**src/rtl/eight_comparator_tcs.sv**
```systemverilog
// Registered 8-bit unsigned magnitude comparator (equal / greater-than flags).
// Latency: one cycle from a/b sampled at a rising edge to e/g.
// Backpressure: none; accepts a new operand pair every cycle, no handshake.
//
// Ports:
//   clk  - single clock, all state on the rising edge
//   rst  - synchronous active-high reset, clears e and g
//   a, b - unsigned operands, declared [0:7] so index 0 is the MSB
//   e    - registered flag, a == b
//   g    - registered flag, a >  b
//
// Structure: eight bit slices produce per-bit eq/gt terms, and a chain of
// cascade cells walks them from the MSB (index 0) down to the LSB (index 7).
// The cascade output is captured in a two-bit result register.

// ---------------------------------------------------------------------------
// Per-bit compare slice.
// Purely combinational, zero latency.
// No flow control.
// ---------------------------------------------------------------------------
module eight_comparator_tcs_slice (
    input  logic a,
    input  logic b,
    output logic eq,
    output logic gt
);
    // eq: bits match; gt: this bit alone says a > b.
    assign eq = ~(a ^ b);
    assign gt = a & ~b;
endmodule

// ---------------------------------------------------------------------------
// One stage of the MSB-first cascade.
// Purely combinational, zero latency.
// No flow control.
// ---------------------------------------------------------------------------
module eight_comparator_tcs_cell (
    input  logic e_in,
    input  logic g_in,
    input  logic eq,
    input  logic gt,
    output logic e_out,
    output logic g_out
);
    // A bit may only decide "greater" while every higher bit still matches;
    // once a higher bit has decided, e_in is 0 and this stage cannot change g.
    assign e_out = e_in & eq;
    assign g_out = g_in | (e_in & gt);
endmodule

// ---------------------------------------------------------------------------
// Top level.
// Latency one cycle; registered outputs.
// No backpressure; a new compare every cycle.
// ---------------------------------------------------------------------------
module eight_comparator_tcs (
    input  logic       clk,
    input  logic       rst,
    input  logic [0:7] a,
    input  logic [0:7] b,
    output logic       e,
    output logic       g
);
    logic [0:7] eq_bit;
    logic [0:7] gt_bit;

    // Cascade chain: entry 0 is the seed, entry i+1 is the result after bit i.
    logic [0:8] e_chain;
    logic [0:8] g_chain;

    logic eq_c;
    logic gt_c;

    // Seeding with "all equal so far, not yet greater" makes the first cell
    // yield E_0 = eq_0 and G_0 = gt_0 without a special-cased bit 0.
    assign e_chain[0] = 1'b1;
    assign g_chain[0] = 1'b0;

    for (genvar i = 0; i < 8; i++) begin : g_bit
        eight_comparator_tcs_slice u_slice (
            .a  (a[i]),
            .b  (b[i]),
            .eq (eq_bit[i]),
            .gt (gt_bit[i])
        );

        eight_comparator_tcs_cell u_cell (
            .e_in  (e_chain[i]),
            .g_in  (g_chain[i]),
            .eq    (eq_bit[i]),
            .gt    (gt_bit[i]),
            .e_out (e_chain[i+1]),
            .g_out (g_chain[i+1])
        );
    end

    // Final cascade taps; this a/b -> cascade -> flop path is the critical one.
    assign eq_c = e_chain[8];
    assign gt_c = g_chain[8];

    // e and g are mutually exclusive by construction: g can only set through a
    // bit where eq is 0, which forces E low for every later stage.
    always_ff @(posedge clk) begin
        if (rst) begin
            e <= 1'b0;
            g <= 1'b0;
        end else begin
            e <= eq_c;
            g <= gt_c;
        end
    end

endmodule

```
**config.mk**
```make
export PLATFORM = sky130hd
export DESIGN_NAME = eight_comparator_tcs
export DESIGN_NICKNAME = d
export VERILOG_FILES = /design/src/rtl/eight_comparator_tcs.sv
export SDC_FILE = /design/constraint.sdc
export NUM_CORES = 1
export LEC_CHECK = 0
export CORE_AREA = 3 3 40 42
export CTS_CLUSTER_DIAMETER = 50
export DETAILED_ROUTE_END_ITERATION = 10
export DIE_AREA = 0 0 43 45
export HOLD_SLACK_MARGIN = 0.12
export PLACE_DENSITY_LB_ADDON = 0.12
export RECOVER_POWER = 100
export SLEW_MARGIN = 10
export SYNTH_ARGS = -nofsm -noshare
export SYNTH_HDL_FRONTEND = slang
export SYNTH_SLANG_ARGS = --single-unit
```
**constraint.sdc**
```tcl
create_clock -name clk -period 1.65 [get_ports clk]
set_input_delay 0.4125 -clock clk [delete_from_list [all_inputs] [get_ports clk]]
set_output_delay 0.4125 -clock clk [all_outputs]
set_load 0.01 [all_outputs]
```
==> metrics.md, run 1 <==
| Metric | Value |
|---|---|
| Final WL | `717 um` |
| CTS Sinks | `2` |
| Number of I/O pins | `20` |
| Crit share post-route | `96.3%` |
| Vias in the first global route | `284` |
| Top fanout value on the critical path | `2` |
| Antenna violations before repair | `0` |
| Drt via density | `4.23` |
| Multi-input logic area | `224 um^2` |
| Initial Util | `19.6%` |
| Area post-placement | `490 um^2` |
| Register area share after synthesis | `15.9%` |
| Nets@finish | `83` |
| Critical path class | `in2reg` |
| Pre-antenna DRT Iters | `2` |
| Synth Area per Inst | `8.67 um^2` |
| Critical Path End Type | `register` |
| Net Sw Power | `0.0000664 W` |
| Yosys warning count | `0` |
| Crit path DAT | `1690 ps` |
| Rel. slew slack | `86.2%` |
| Setup tns final | `0 ps` |
| Worst hold slack | `767 ps` |
| TritonCTS clock tree | `built` |
| CP Launch Type | `primary input` |
| Fin area | `556 um^2` |
| DIE AREA | `1940 um^2` |
| Outcome | `complete, no violations` |
| WL per Instance | `10.2 um` |
| Die Height | `45 um` |
| Final instance count without filler cells | `70` |
| Pleak | `0.277 nW` |
| Layout area overhead | `121%` |
| Final Hold Viols | `0` |
| PwrDens | `496 nW/um^2` |
| Worst hold path class | `in2reg` |
| Post-synth cell types | `11` |
| Total grt overflow | `0` |
| Antenna cells | `0` |
| Switching share of power | `24.1%` |
| # port buffers | `19` |
| Post-Syn Area | `251 um^2` |
| First-pass GRT wire length | `1170 um` |
| Total placed cells including tap cells | `67` |
| GP Congestion | `0.763` |
| Synth Net Count | `55` |
| Longest Clk Path Bufs | `2` |
| Num CTS Buffers | `3` |
| Clock power share | `39.4%` |
| Achievable Freq | `0.629 GHz` |
| Least-Margin Pin Slew | `206 ps` |
| Final ANT Viol Nets | `0` |
| Final number of setup-violating endpoints | `0` |
| Sequential cell area | `40.0 um^2` |
| Worst-path clk slew | `30 ps` |
| RSZ-0062 raised after global routing | `no` |
| Tmin final | `1590 ps` |
| Mapped Cells | `29` |
| Initial DRC count | `1` |
| Pin count of the biggest net entering global routing | `4` |
| Core Region | `1280 um^2` |
| Max-slew violation count | `0` |
| Clk root buf | `clkbuf_4` |
| H-Tree Depth | `1` |
| Logic pwr share | `41.9%` |
| Via count | `296` |
| GRT Total Usage | `7.97%` |
| #FFs+latches synth | `2` |
| Postcts setup bufs | `0` |
| Rows | `13` |
| Share of layout cells above drive strength 1 | `21.8%` |
| Post-DP HPWL | `605 um` |
| DRC errors left | `0` |
| Fill count | `129` |
| Max-Cap Viols | `0` |
| Seq pwr share | `18.7%` |
| Die Wd | `43 um` |
| Maximum VDD drop | `272 uV` |
| CP required | `1750 ps` |
| Internal power | `0.000209 W` |
## state kept, by name, indices dropped and copies added, names as in the netlist
| name | cells |
|---|---|
| e | 1 |
| g | 1 |
## Yosys cell counts
master     number  share of area (%)
dfxtp_1         2                 16
nor2_1          1                1.5
nand4b_1        1                3.5
ha_1            8                 40
nand3_1         1                2.0
and3_1          2                5.0
inv_1           8                 12
o2111ai_1       1                3.5
a21o_1          3                9.0
a221oi_2        1                6.0
a21oi_1         1                2.0
## layout by cell type (no fill, tap or decap)
master           netlist  layout
and3_1                 2       1
and3_4                 0       1
a21oi_1                1       1
ha_4                   0       3
a21o_1                 3       3
nor2_1                 1       1
buf_4                  0       4
a221oi_2               1       1
ha_1                   8       5
dlygate4sd3_1          0       2
nand3_1                1       1
inv_1                  8       8
clkdlybuf4s50_1        0      17
nand4b_1               1       1
dfxtp_1                2       2
o2111ai_1              1       1
clkbuf_4               0       3
## layout make-up
class                           count  area share [%]
Clock buffer                        3            4.05
Sequential cell                     2            7.21
Timing Repair Buffer               23            39.6
Tap cell                           15            3.38
Multi-Input combinational cell     19            40.3
Inverter                            8            5.41
## cell families after synthesis
| family | after synthesis | synth area share [%] |
|---|---|---|
| flip-flops | 2 | 15.9 |
| adder cells (fa/ha/maj) | 8 | 39.8 |
| AO/OA/AOI/OAI | 6 | 20.4 |
| AND/OR/NAND/NOR | 5 | 11.9 |
| buffers and inverters | 8 | 11.9 |
## critical path: stages
cell and delay, ps:
clkdlybuf4s50_1 510, ha_4 220, a21o_1 180, a221oi_2 270, a21oi_1 100
## per-layer routing
metal	part of all wire [%]	global-route usage [%]	vias to the layer above
met2	47	11.7	13
met1	43	9.33	128
met5	0	0	-
met3	9.6	4.78	0
li1	-	-	155
met4	0	3.61	0
## repair_timing
action,in CTS,in global routing
hold endpoints to repair,0,0
resized for setup,0,4
hold buffers,0,0
setup endpoints to repair,0,1
## power by group through the flow
stage          Sequential [W]  Clock (W)  Combinational [W]
6_report            0.0000514   0.000109           0.000115
5_1_grt             0.0000513   0.000124           0.000128
3_3_place_gp        0.0000523          0           0.000101
3_5_place_dp        0.0000522          0           0.000105
4_1_cts             0.0000516   0.000113           0.000106
2_1_floorplan       0.0000533          0          0.0000367
## path summary, 6_finish.rpt
| check | startpoint | to | depth (start not counted) |
|---|---|---|---|
| worst max-delay path | a[1] | g | 5 |
| worst min-delay path | rst | g | 2 |
## per-stage QoR
stage	utilization, %	worst slack (ps)	power (W)
after floorplan	-	302	0.0000900
after global placement	38.2	-180	0.000153
after detailed placement	38.2	-218	0.000157
after CTS	39.9	16.0	0.000271
after global routing	43.2	12.1	0.000303
final	43.2	60.8	0.000275
No activity file was read; power rests on OpenSTA's default activity.
==> run 2: changes to the inputs <==
--- a/config.mk
+++ b/config.mk
@@ -10,7 +10,7 @@
 export DETAILED_ROUTE_END_ITERATION = 10
 export DIE_AREA = 0 0 43 45
 export HOLD_SLACK_MARGIN = 0.12
-export PLACE_DENSITY_LB_ADDON = 0.12
+export PLACE_DENSITY = 0.57
 export RECOVER_POWER = 100
 export SLEW_MARGIN = 10
 export SYNTH_ARGS = -nofsm -noshare
==> metrics.md, run 2 (synthesized netlist as in run 1, its figures left out) <==
| Metric | Value |
|---|---|
| Outcome | `complete, no violations (unchanged)` |
| Post-layout util | `42.6% (was 43.2%)` |
| Tmin final | `1570 ps (was 1590 ps)` |
| RSZ-0062 raised after global routing | `no (unchanged)` |
| Most common cell after layout, fill and taps aside | `clkdlybuf4s50_1 (unchanged)` |
| Achievable Freq | `0.639 GHz (was 0.629 GHz)` |
| First-pass GRT wire length | `1100 um (was 1170 um)` |
| Crit path DAT | `1670 ps (was 1690 ps)` |
| Pleak | `0.272 nW (was 0.277 nW)` |
| Final number of setup-violating endpoints | `0 (unchanged)` |
| Pin count of the biggest net entering global routing | `4 (unchanged)` |
| Total grt overflow | `0 (unchanged)` |
| # port buffers | `19 (unchanged)` |
| Commonest non-fill, non-tap cells in the layout | `clkdlybuf4s50_1 (17), inv_1 (8), ha_1 (5) (unchanged)` |
| Max-Cap Viols | `0 (unchanged)` |
| GP Congestion | `0.646 (was 0.763)` |
| WL per Instance | `10.3 um (was 10.2 um)` |
| GRT Total Usage | `7.81% (was 7.97%)` |
| Critical path class | `in2reg (unchanged)` |
| Final ANT Viol Nets | `0 (unchanged)` |
| PwrDens | `498 nW/um^2 (was 496 nW/um^2)` |
| Final Hold Viols | `0 (unchanged)` |
| Vias in the first global route | `281 (was 284)` |
| Cts repair resizes | `0 (unchanged)` |
| Final WL | `713 um (was 717 um)` |
| Number of I/O pins | `20 (unchanged)` |
| CP required | `1750 ps (about the same)` |
| DRC errors left | `0 (unchanged)` |
| Pre-antenna DRT Iters | `2 (unchanged)` |
| Largest regs | `e x1, g x1 (unchanged)` |
| Max-slew violation count | `0 (unchanged)` |
| Longest Clk Path Bufs | `2 (unchanged)` |
| H-Tree Depth | `1 (unchanged)` |
| Antenna cells | `0 (unchanged)` |
| Nets@finish | `82 (was 83)` |
| Area post-placement | `483 um^2 (was 490 um^2)` |
| Worst hold path class | `in2reg (unchanged)` |
| Antenna violations before repair | `0 (unchanged)` |
| TritonCTS clock tree | `built (unchanged)` |
| CP Launch Type | `primary input (unchanged)` |
| Post-DP HPWL | `520 um (was 605 um)` |
| Via count | `290 (was 296)` |
| Postcts setup bufs | `0 (unchanged)` |
| Core Region | `1280 um^2 (unchanged)` |
| Die Wd | `43 um (unchanged)` |
| Initial DRC count | `1 (unchanged)` |
| Crit share post-route | `94.9% (was 96.3%)` |
| Drt via density | `4.20 (was 4.23)` |
| CTS Sinks | `2 (unchanged)` |
| Critical Path End Type | `register (unchanged)` |
| Layout area overhead | `118% (was 121%)` |
| Rel. slew slack | `86.2% (about the same)` |
| Fin area | `548 um^2 (was 556 um^2)` |
| Top fanout value on the critical path | `3 (was 2)` |
| Initial Util | `19.6% (unchanged)` |
| Maximum VDD drop | `147 uV (was 272 uV)` |
| Hold buffer count at cts | `0 (unchanged)` |
| DIE AREA | `1940 um^2 (unchanged)` |
| Die Height | `45 um (unchanged)` |
| Num CTS Buffers | `3 (unchanged)` |
| Least-Margin Pin Slew | `207 ps (was 206 ps)` |
| Share of layout cells above drive strength 1 | `20.4% (was 21.8%)` |
| Rows | `13 (unchanged)` |
| Clk root buf | `clkbuf_4 (unchanged)` |
| Worst-path clk slew | `30 ps (about the same)` |
run 2: changes by cell type in the layout (fill, tap and decap cells not counted):
cell | before | now
buf_4 | 4 | 3
run 2: through the flow:
| step | hold WS [ps] | instances | setup WS (ps) | total power (W) | TNS [ps] |
|---|---|---|---|---|---|
| after global placement | 999 | 66 | -187 | 0.000151 | -283 |
| after global routing | 773 | 69 | 2.05 | 0.000300 | 0 |
| after CTS | 768 | 69 | 23.8 | 0.000268 | 0 |
| after floorplan | 482 | 29 | 302 | 0.0000900 | 0 |
| after detailed placement | 1000 | 66 | -211 | 0.000152 | -314 |
| final | 764 | 69 | 84.0 | 0.000273 | 0 |
run 2: layout make-up:
type,count,area (um^2)
Fill cell,141,737
Timing Repair Buffer,22,213
Inverter,8,30.0
Tap cell,15,18.8
Clock buffer,3,22.5
Multi-Input combinational cell,19,224
Sequential cell,2,40.0
run 2: power breakdown:
part | internal (W) | total (W) | switching, W
clock | 0.0000803 | 0.000109 | 0.0000288
sequential | 0.0000510 | 0.0000514 | 0.000000411
combinational | 0.0000752 | 0.000113 | 0.0000374
total | 0.000206 | 0.000273 | 0.0000667
run 2: final timing paths:
kind	startpoint	to	slack (ps)	cells past startpoint
worst max-delay path	b[5]	g	80	6
worst min-delay path	rst	g	760	2
run 2: per-layer routing:
| layer | vias up | track usage [%] | part of all wire [%] |
|---|---|---|---|
| met5 | - | 0 | 0 |
| met4 | 0 | 5.42 | 0 |
| met3 | 0 | 3.59 | 8.0 |
| met2 | 12 | 11.7 | 51 |
| met1 | 125 | 8.87 | 41 |
| li1 | 153 | - | - |
run 2: critical path, stage by stage:
cell and delay [ps]:
clkdlybuf4s50_1 450, inv_1 40, ha_1 300, and3_1 190
o2111ai_1 190, a21oi_1 90
